## src/rtl/alu_share_arbiter.sv

```systemverilog
// Shares one combinational ALU between two requesters with round-robin arbitration.
// Each operation takes IDLE -> EXEC -> RESP. The response is held until the owner accepts it.
module alu_share_arbiter #(
  parameter int unsigned DATA_WIDTH = 32,
  parameter int unsigned OP_WIDTH   = 4,
  parameter int unsigned CNT_WIDTH  = 16
) (
  input  logic                  clk,
  input  logic                  rst,
  input  logic                  req0_valid,
  output logic                  req0_ready,
  input  logic [DATA_WIDTH-1:0] req0_a,
  input  logic [DATA_WIDTH-1:0] req0_b,
  input  logic [OP_WIDTH-1:0]   req0_op,
  output logic                  resp0_valid,
  input  logic                  resp0_ready,
  input  logic                  req1_valid,
  output logic                  req1_ready,
  input  logic [DATA_WIDTH-1:0] req1_a,
  input  logic [DATA_WIDTH-1:0] req1_b,
  input  logic [OP_WIDTH-1:0]   req1_op,
  output logic                  resp1_valid,
  input  logic                  resp1_ready,
  output logic [DATA_WIDTH-1:0] resp_result,
  output logic                  resp_zero,
  output logic                  resp_err,
  output logic [DATA_WIDTH-1:0] alu_src_a,
  output logic [DATA_WIDTH-1:0] alu_src_b,
  output logic [OP_WIDTH-1:0]   alu_op,
  input  logic [DATA_WIDTH-1:0] alu_result,
  input  logic                  alu_zero,
  output logic                  busy,
  output logic [CNT_WIDTH-1:0]  ops_done
);

  typedef enum logic [1:0] {IDLE, EXEC, RESP} state_t;

  state_t                state_q, state_d;
  logic [DATA_WIDTH-1:0] a_q, b_q;
  logic [OP_WIDTH-1:0]   op_q;
  logic                  owner_q;
  logic                  last_grant_q;
  logic                  grant1;
  logic                  req_fire;
  logic                  resp_fire;
  logic                  op_legal;

  // Round-robin pick: under contention the requester not served last wins.
  always_comb begin
    grant1 = 1'b0;
    if (req0_valid && req1_valid) begin
      grant1 = ~last_grant_q;
    end else begin
      grant1 = req1_valid;
    end
    req0_ready = (state_q == IDLE) && req0_valid && !grant1;
    req1_ready = (state_q == IDLE) && req1_valid && grant1;
    req_fire   = req0_ready || req1_ready;
    resp_fire  = (state_q == RESP) && (owner_q ? resp1_ready : resp0_ready);
  end

  // Legal opcode decode; illegal codes still run but are flagged.
  always_comb begin
    op_legal = 1'b0;
    case (op_q)
      OP_WIDTH'(4'h0), OP_WIDTH'(4'h1), OP_WIDTH'(4'h2),
      OP_WIDTH'(4'h6), OP_WIDTH'(4'h7), OP_WIDTH'(4'h8),
      OP_WIDTH'(4'h9), OP_WIDTH'(4'ha), OP_WIDTH'(4'hf): op_legal = 1'b1;
      default:                                           op_legal = 1'b0;
    endcase
  end

  // Next-state logic and state-derived outputs.
  always_comb begin
    state_d = state_q;
    case (state_q)
      IDLE:    if (req_fire) state_d = EXEC;
      EXEC:    state_d = RESP;
      RESP:    if (resp_fire) state_d = IDLE;
      default: state_d = IDLE;
    endcase
    busy        = (state_q != IDLE);
    resp0_valid = (state_q == RESP) && !owner_q;
    resp1_valid = (state_q == RESP) && owner_q;
    alu_src_a   = a_q;
    alu_src_b   = b_q;
    alu_op      = op_q;
  end

  // State register.
  always_ff @(posedge clk or posedge rst) begin
    if (rst) begin
      state_q <= IDLE;
    end else begin
      state_q <= state_d;
    end
  end

  // Operand latch, owner tracking and round-robin history.
  always_ff @(posedge clk or posedge rst) begin
    if (rst) begin
      a_q          <= '0;
      b_q          <= '0;
      op_q         <= '0;
      owner_q      <= 1'b0;
      last_grant_q <= 1'b1;
    end else if (req_fire) begin
      a_q          <= grant1 ? req1_a : req0_a;
      b_q          <= grant1 ? req1_b : req0_b;
      op_q         <= grant1 ? req1_op : req0_op;
      owner_q      <= grant1;
      last_grant_q <= grant1;
    end
  end

  // Capture the ALU response at the end of EXEC and hold it through RESP.
  always_ff @(posedge clk or posedge rst) begin
    if (rst) begin
      resp_result <= '0;
      resp_zero   <= 1'b0;
      resp_err    <= 1'b0;
    end else if (state_q == EXEC) begin
      resp_result <= alu_result;
      resp_zero   <= alu_zero;
      resp_err    <= !op_legal;
    end
  end

  // Saturating completion counter.
  always_ff @(posedge clk or posedge rst) begin
    if (rst) begin
      ops_done <= '0;
    end else if (resp_fire && (ops_done != {CNT_WIDTH{1'b1}})) begin
      ops_done <= ops_done + CNT_WIDTH'(1);
    end
  end

endmodule

```

## config.mk

```make
export PLATFORM = sky130hd
export DESIGN_NAME = alu_share_arbiter
export DESIGN_NICKNAME = d
export VERILOG_FILES = /design/src/rtl/alu_share_arbiter.sv
export SDC_FILE = /design/constraint.sdc
export NUM_CORES = 1
export LEC_CHECK = 0
export ABC_AREA = 0
export CAP_MARGIN = 30
export CORE_ASPECT_RATIO = 1.1
export CORE_MARGIN = 8
export CORE_UTILIZATION = 36
export CTS_BUF_LIST = sky130_fd_sc_hd__clkbuf_4 sky130_fd_sc_hd__clkbuf_8
export DETAILED_ROUTE_END_ITERATION = 10
export PLACE_DENSITY = 0.79
export REMOVE_ABC_BUFFERS = 1
export SETUP_SLACK_MARGIN = 0.1
export SYNTH_ARGS = -nofsm -noshare
export SYNTH_HDL_FRONTEND = slang
export SYNTH_SLANG_ARGS = --single-unit
export TNS_END_PERCENT = 50
```

## constraint.sdc

```tcl
create_clock -name clk -period 4.9 [get_ports clk]
set_clock_uncertainty 0.2 [all_clocks]
set_input_delay 1.47 -clock clk [delete_from_list [all_inputs] [get_ports clk]]
set_output_delay 1.47 -clock clk [all_outputs]
set_load 0.1 [all_outputs]
```

==> summary.txt, run 1 <==
total track usage: 18.6%
Seq cells post-synth: 122
ys async rst share: 100%
vias in the first global route: 5163
postcts setup bufs: 0
CP Launch Point: req1_valid
CTS resizes: 0
Multi-input gate area: 2200 um2
CP max FO: 3
Layout Cells excl Fill: 974
CTS tree: done
post-route cell area: 9190 um2
first-pass GRT wire length: 27.9 mm
drt pass-1 iters: 4
# diodes: 0
final RePlAce weighted congestion: 0.786
Synth area leader: dfrtp_1
WS Path Type: input pin to output port
RSZ-0062 raised after global routing: false
status: finished, final reports clean
Avg Vias per Cell: 4.81
Worst EP arrival: 2.61 ns
grt ovf: 0
post-synth cell types: 34
Hold Buf Count CTS: 0
DIE AREA: 19200 um2
initial antenna violation count: 0
syn avg cell area: 11.6 um2
CTS H-tree lvls: 4
CP required: 3.23 ns
slowest CP cell: clkdlybuf4s50_1
Max-Cap Viols: 0
final WL: 17.7 mm
Area growth syn-to-layout: 70.3%
FILL cells: 1195
CTS Buf Count: 17
post-route antenna net violation count: 0
DP HPWL: 13.9 mm
Final period util: 87.4%
Worst Hold Launch: resp_result[16]
Rel. slew slack: 30.9%
drt drc: 0
register area: 3050 um2
fin. max-slew vios: 0
R2R Path Start: state_q[1]
Tmin final: 4.28 ns
post-synthesis cell area: 5400 um2
placed instance area: 8690 um2
predominant post-synthesis flop cell: dfrtp_1
nets: 941
area share of the largest cell type after synthesis: 56.1%
largest net degree at the start of global routing: 64
Hold WC Path Type: flip-flop to flip-flop
core area: 14900 um2
Hold WS: 0.308 ns
CP max stage delay: 0.53 ns
clk_lat worst skew: 0.43 ns
measured slew at the worst slew-check pin: 1.03 ns
Sink Count: 122
CP Launch Type: input pin
initial drt markers: 158
Die X-Extent: 133 um
drt wl/cell: 18.2 um
placed insts: 940
total number of vias: 4689
Die Span Y: 144 um
Root Driver: clkbuf_8
IO Pins: 298
Max Clk Rate: 233 MHz
Syn. warnings: 0
number of synthesized flops with an enable pin: 0
Clock Tree Buf Depth: 2
Reg clk slew, reported paths: 0.07 ns
Finished Core Util: 61.8%
critical path, cell by cell: clkdlybuf4s50_1 -> a21boi_4 -> and2_1 -> buf_12
Mapped Cells: 466
layout cells sized above 1: 11.8%
Seq/Total Area, Yosys: 56.6%
ranking of synthesized cells by area: dfrtp_1, mux2i_1, mux2_2, a21oi_1, nor2_1
final setup fails: 0
Initial Utilization: 36.3%
Row Count: 47
IO buf count: 297
Worst Setup End Kind: output port
final hold vios: 0
area by class of cell:
type / count / share of cell area (%)
repair buffers: 309 / 34.9
inverters: 4 / 0.191
clock inverters: 14 / 2.38
multi-input cells: 311 / 23.9
flip-flops and latches: 122 / 33.2
clock buffers: 18 / 2.70
well taps: 196 / 2.67
flip-flops by register name (all words and copies together) (netlist names):
signal        cells
alu_src_a        32
resp_err          1
resp_result      32
last_grant_q      1
resp_zero         1
owner_q           1
state_q           2
ops_done         16
alu_src_b        32
alu_op            4
cell families after synthesis:
group	count (synthesis)	share of synthesized area (%)
compound gates	77	7.30
xor+xnor	14	2.27
fa+ha+maj	1	0.232
buf+inv	33	3.01
flops	122	56.6
mux	104	20.2
simple gates	115	10.4
final timing paths:
path	endpoint	slack, ns	cells after the start
max	req1_ready	0.62	4
min	resp_result[16]	0.31	1
max reg2reg	alu_src_a[1]	2.62	5
min reg2reg	resp_result[16]	0.31	1
max in group asynchronous	last_grant_q	2.57	3
min in group asynchronous	resp_result[19]	1.12	2
routing by layer:
layer,track usage [%],part of all wire (%),up-vias
li1,-,-,2221
met1,19.4,37,2218
met2,33.1,52,210
met3,6.46,7.6,40
met4,8.85,3.3,0
met5,0,0,-
critical path: cells and delay by family:
kind / cells / cell delay [ns]
simple gates: 1 / 0.21
compound gates: 1 / 0.21
buf+inv: 2 / 0.72
cells in the final DEF, fill, tap and decap left out, types with 2 or more instances in the layout:
| master | count |
|---|---|
| nor3b_1 | 2 |
| dfrtp_1 | 121 |
| nand4_1 | 6 |
| and3_1 | 3 |
| buf_16 | 5 |
| clkinv_2 | 2 |
| xnor2_1 | 4 |
| nor4_2 | 4 |
| nor4_1 | 2 |
| a21oi_1 | 70 |
| and2_1 | 2 |
| inv_6 | 2 |
| buf_12 | 4 |
| o21ai_0 | 3 |
| xor2_1 | 10 |
| nand3_1 | 4 |
| nand2b_1 | 2 |
| clkbuf_8 | 18 |
| nor3_1 | 3 |
| clkdlybuf4s50_1 | 295 |
| mux2_2 | 34 |
| mux2i_1 | 68 |
| inv_1 | 3 |
| clkinvlp_4 | 2 |
| nand2_1 | 9 |
| nor2_1 | 73 |
| buf_4 | 5 |
| bufinv_16 | 5 |
| clkinv_4 | 3 |
metrics by stage:
step	setup WS [ns]	setup TNS (ns)
after global placement	0.626	0
after detailed placement	0.606	0
after CTS	0.607	0
final	0.617	0
after global routing	0.578	0
after floorplan	-8.90	-349.08
synthesized netlist by cell type (2+ instances only):
cell type / number
mux2i_1: 68
dfrtp_1: 121
nor4_2: 4
xnor2_1: 4
nand3_1: 4
nand2_1: 9
xor2_1: 10
inv_1: 4
o21ai_0: 3
and3_1: 3
buf_2: 28
nand2b_1: 2
a21oi_1: 70
nand4_1: 6
nor3b_1: 2
mux2_2: 34
and2_1: 2
nor3_1: 3
nor4_1: 2
nor2_1: 73
Power of run 1 is not shown: default switching activity piles up to over one toggle a cycle in this logic, so the estimate is an artifact.
==> inputs of run 2 (changes only) <==
Settings changed: CTS_CLUSTER_DIAMETER set to 80.
==> results of run 2 <==
Same layout as run 1: the final DEF is identical, and so are final timing and power.
Power of run 2 is left out for the same reason.
